--- src/rtl/adder_arb_pkg.sv ---
// adder_arb_pkg: shared types, defaults and ID-width helper for the adder arbiter
package adder_arb_pkg;
   localparam int DEF_WIDTH = 32;
   localparam int DEF_NREQ = 4;
   typedef enum logic [1:0] {IDLE, SETTLE, RESP} state_t;
   function automatic int id_w(input int n);
      return (n > 1) ? $clog2(n) : 1;
   endfunction
endpackage

--- src/rtl/adder_arbiter_rr_pick.sv ---
// rr_pick: combinational round-robin selector scanning upward from ptr with wrap
module rr_pick import adder_arb_pkg::*; #(
   parameter int NREQ = DEF_NREQ,
   parameter int IW = id_w(NREQ)
) (
   input  logic [NREQ-1:0] valid,
   input  logic [IW-1:0]   ptr,
   output logic [NREQ-1:0] grant,
   output logic [IW-1:0]   idx
);
   logic [IW-1:0] k;
   // Walk from the farthest offset to the nearest so the nearest valid wins
   always_comb begin
      grant = '0;
      idx = '0;
      k = '0;
      for (int i = NREQ - 1; i >= 0; i--) begin
         k = IW'((int'(ptr) + i) % NREQ);
         if (valid[k]) begin
            grant = '0;
            grant[k] = 1'b1;
            idx = k;
         end
      end
   end
endmodule

--- src/rtl/adder_arbiter.sv ---
// adder_arbiter: round-robin arbitration of NREQ requesters onto one external adder
module adder_arbiter import adder_arb_pkg::*; #(
   parameter int WIDTH = DEF_WIDTH,
   parameter int NREQ = DEF_NREQ,
   parameter int SETTLE_CYC = 2,
   localparam int IW = id_w(NREQ)
) (
   input  logic                       clk,
   input  logic                       reset,
   input  logic [NREQ-1:0]            req_valid,
   output logic [NREQ-1:0]            req_ready,
   input  logic [NREQ-1:0][WIDTH-1:0] req_a,
   input  logic [NREQ-1:0][WIDTH-1:0] req_b,
   input  logic [NREQ-1:0]            req_cin,
   output logic [WIDTH-1:0]           add_a,
   output logic [WIDTH-1:0]           add_b,
   output logic                       add_cin,
   input  logic [WIDTH-1:0]           add_out,
   output logic                       rsp_valid,
   input  logic                       rsp_ready,
   output logic [WIDTH-1:0]           rsp_sum,
   output logic [IW-1:0]              rsp_id,
   output logic                       busy
);
   state_t state, state_nxt;
   logic [IW-1:0] ptr, pick_idx;
   logic [NREQ-1:0] grant;
   logic [3:0] cnt;
   logic accept;

   rr_pick #(.NREQ(NREQ), .IW(IW)) u_pick (
      .valid(req_valid),
      .ptr(ptr),
      .grant(grant),
      .idx(pick_idx)
   );

   assign accept = (state == IDLE) && |req_valid;

   always_ff @(posedge clk or posedge reset) begin
      if (reset) state <= IDLE;
      else state <= state_nxt;
   end

   // The handshake cycle always returns to IDLE, so no accept can overlap it
   always_comb begin
      state_nxt = (state == IDLE) ? (accept ? SETTLE : IDLE) :
                  (state == SETTLE) ? ((cnt == 4'd0) ? RESP : SETTLE) :
                  (rsp_ready ? IDLE : RESP);
   end

   always_comb begin
      req_ready = (state == IDLE) ? grant : '0;
      busy = state != IDLE;
      rsp_valid = state == RESP;
   end

   always_ff @(posedge clk or posedge reset) begin
      if (reset) begin
         ptr <= '0;
         cnt <= '0;
         add_a <= '0;
         add_b <= '0;
         add_cin <= 1'b0;
         rsp_sum <= '0;
         rsp_id <= '0;
      end else if (accept) begin
         add_a <= req_a[pick_idx];
         add_b <= req_b[pick_idx];
         add_cin <= req_cin[pick_idx];
         rsp_id <= pick_idx;
         cnt <= 4'(SETTLE_CYC - 1);
         ptr <= (pick_idx == IW'(NREQ - 1)) ? '0 : pick_idx + 1'b1;
      end else if (state == SETTLE) begin
         if (cnt == 4'd0) rsp_sum <= add_out;
         else cnt <= cnt - 4'd1;
      end
   end
endmodule

--- config.mk ---
export PLATFORM = sky130hd
export DESIGN_NAME = adder_arbiter
export DESIGN_NICKNAME = d
export VERILOG_FILES = /design/src/rtl/adder_arb_pkg.sv /design/src/rtl/adder_arbiter_rr_pick.sv /design/src/rtl/adder_arbiter.sv
export SDC_FILE = /design/constraint.sdc
export NUM_CORES = 1
export LEC_CHECK = 0
export BUFFER_PORTS_ARGS = -buffer_cell sky130_fd_sc_hd__buf_2
export CAP_MARGIN = 25
export CELL_PAD_IN_SITES_DETAIL_PLACEMENT = 1
export CELL_PAD_IN_SITES_GLOBAL_PLACEMENT = 2
export CORE_ASPECT_RATIO = 0.6
export CORE_MARGIN = 2
export CORE_UTILIZATION = 27
export CTS_BUF_LIST = sky130_fd_sc_hd__clkbuf_8
export DETAILED_ROUTE_END_ITERATION = 10
export GPL_ROUTABILITY_DRIVEN = 0
export MAX_ROUTING_LAYER = met4
export PLACE_DENSITY = 0.83
export SYNTH_ARGS = -nofsm -noshare
export SYNTH_HDL_FRONTEND = slang
export SYNTH_HIERARCHICAL = 1
export SYNTH_SLANG_ARGS = --single-unit
--- constraint.sdc ---
create_clock -name clk -period 4.6 [get_ports clk]
set_clock_uncertainty 0.1 [all_clocks]
set_input_delay 0.23 -clock clk [delete_from_list [all_inputs] [get_ports clk]]
set_output_delay 0.23 -clock clk [all_outputs]
set_load 0.1 [all_outputs]
==> flow_summary_export.csv <==
group,metric,value,unit
drt,dr_wl_met2,11.8,mm
drt,drt_iter0_drc,245,
drt,wl_met3,1.50,mm
clock_tree,clkTransAtPathRegs,0.12,ns
critical_path,slowest_stage,"buf_4",
clock_tree,cts_tree,"built",
critical_path,slowest_delay,0.66,ns
synth,avgSynthCellArea,15.7,um^2
final_layout,multi_input_area,3400,um^2
flow_run,cap_violations,0,
global_routing,grt_start_max_net_pins,75,
floorplanning,initial_core_util,27.4,%
floorplanning,rows,43,
critical_path,crit_chain,"inv_1 -> ha_1 -> mux4_2 -> nor2b_4 -> o21ai_0 -> o21ai_4 -> buf_4 -> mux4_2 -> mux2_4",
floorplanning,die_width,201,um
synth,synth_edf_count,0,
global_routing,grt_pass1_wl,34.4,mm
clock_tree,htreeDepth,3,
synth,synth_area,6310,um^2
floorplanning,dieHeight,122,um
clock_tree,ctsResizeCount,0,
drt,drtAntennaViolNets,0,
drt,drt-vias-per-instance,4.69,
critical_path,cpLargestDelayFamily,"multiplexers",
drt,drc,0,
global_routing,overflow,0,
timing,slew_violations,0,
placement,place_hpwl,17.9,mm
placement,portBuffers,403,
drt,vias,5395,
drt,dr.pass1.iters,4,
critical_path,arrival,4.08,ns
critical_path,path_buf_inv,2,
clock_tree,numCtsBuffers,9,
synth,yosysUniqueCellTypes,38,
timing,setup_ws,0.712,ns
min_path,hp-class,"input pin to register",
critical_path,cp.required,4.79,ns
final_layout,final_cell_mix,"403 x buf_2, 107 x dfrtp_1, 75 x mux2_2",
timing,max_freq,257,MHz
timing,setup_tns,0,ns
synth,async_flop_share,100,%
final_layout,nFillCells,2589,
drt,wire_per_inst,20.4,um
final_layout,final_common_cell,"buf_2",
final_layout,finish.net_count,1139,
final_layout,drive_gt1_share,72.8,%
critical_path,crit_path_max_fanout,41,
synth,synthesis.nets,710,
drt,highest_layer,"met4",
global_routing,antenna_found_initial,1,
critical_path,regToRegSetupSlack,0.71,ns
synth,synth-seq-area-share,42.4,%
floorplanning,ioPinCount,404,
timing,min_period,3.89,ns
timing,whs,0.157,ns
timing,finalCritPeriodShare,84.5,%
critical_path,worstSetupPathType,"register to register",
timing,max_slew_margin,44.1,%
timing,tightest_slew,0.838,ns
synth,synthFlopType,"dfrtp_1",
final_layout,register_area,2680,um^2
final_layout,syn_to_final_growth,45.0,%
drt,wl,23.5,mm
global_routing,grt.total_usage,19.1,%
synth,synthCells,401,
synth,synth_seq_cells,107,
floorplanning,dieArea,24700,um^2
drt,met1_length,9.94,mm
placement,place_ws,0.674,ns
critical_path,cp-start-kind,"register",
clock_tree,clk_path_buf_depth,2,
global_routing,grt_pass1_vias,5827,
floorplanning,core-area,23000,um^2
clock_tree,worstSkewPairLatency,0.40,ns
clock_tree,cts_root_buf,"clkbuf_8",
timing,setup_viol,0,
synth,ys_warn_count,6,
timing,hold_viol,0,
status,outcome,"completed",
critical_path,crit_top_cell,"mux4_2",
timing,rsz0062_at_grt,"no",
clock_tree,cts.sink_count,107,
critical_path,crit_path_end_kind,"register",
-- registers in the layout (all words and copies together), names as in the netlist --
name     flops
add_cin      1
state        2
rsp_id       2
ptr          2
add_a       32
rsp_sum     32
add_b       32
cnt          4
-- cells in the mapped netlist (6+ instances only) --
master	instances	area [um^2]
ha_1	10	125
o21ai_0	10	50.1
nor2_1	15	56.3
a21oi_1	6	30.0
buf_2	11	55.1
inv_1	11	41.3
clkbuf_1	6	22.5
mux4_2	68	1530
dfrtp_1	107	2680
nand3_1	8	40.0
mux2_2	75	845
mux2_4	28	420
-- final cells by class --
class,count,share of cell area [%]
multi-input cells,255,37.1
flip-flops and latches,107,29.2
repair buffers,446,26.8
well taps,315,4.31
clock buffers,9,1.35
clock inverters,7,0.656
inverters,11,0.478
diodes,1,0.0273
-- layer usage --
layer / GRT usage, % / vias up
met3: 5.42 / 20
met5: - / -
li1: - / 2410
met1: 23.8 / 2744
met4: 3.63 / 0
met2: 31.5 / 221
-- final timing paths --
| check | cells past startpoint | from | to |
|---|---|---|---|
| worst max-delay path | 9 | ptr[1] | add_b[19] |
| worst min-delay path | 3 | req_a[123] | add_a[27] |
| worst max register to register | 9 | ptr[1] | add_b[19] |
| worst min register to register | 1 | rsp_sum[19] | rsp_sum[19] |
| max in group asynchronous | 4 | reset | rsp_sum[27] |
| min in group asynchronous | 3 | reset | add_b[14] |
-- cell families after synthesis --
logic type	Yosys count	share of synthesized area (%)
AOI/OAI and AO/OA	26	2.60
adders and majority gates	10	1.98
buffers and inverters	39	4.14
DFF	107	42.4
muxes	174	44.8
and+or+nand+nor	45	4.10
-- tightest hold or removal path, stage by stage --
cell	delay (ns)
buf_2	0.07
mux4_2	0.21
mux2_2	0.13
-- stage by stage --
step	cells	instance area (um^2)	util (%)
after global placement	1099	8600	37.4
after detailed placement	1099	8600	37.4
after global routing	1151	9160	39.8
after CTS	1149	9130	39.6
final	1151	9160	39.8
after floorplan	401	6310	-
-- what timing repair did --
action,in CTS,in global routing
setup buffers,0,0
hold endpoints to repair,106,0
hold buffers,34,0
Power is left out: the tool's default activity adds up to more than one toggle a clock period on the data nets, which glitch-free logic cannot reach.
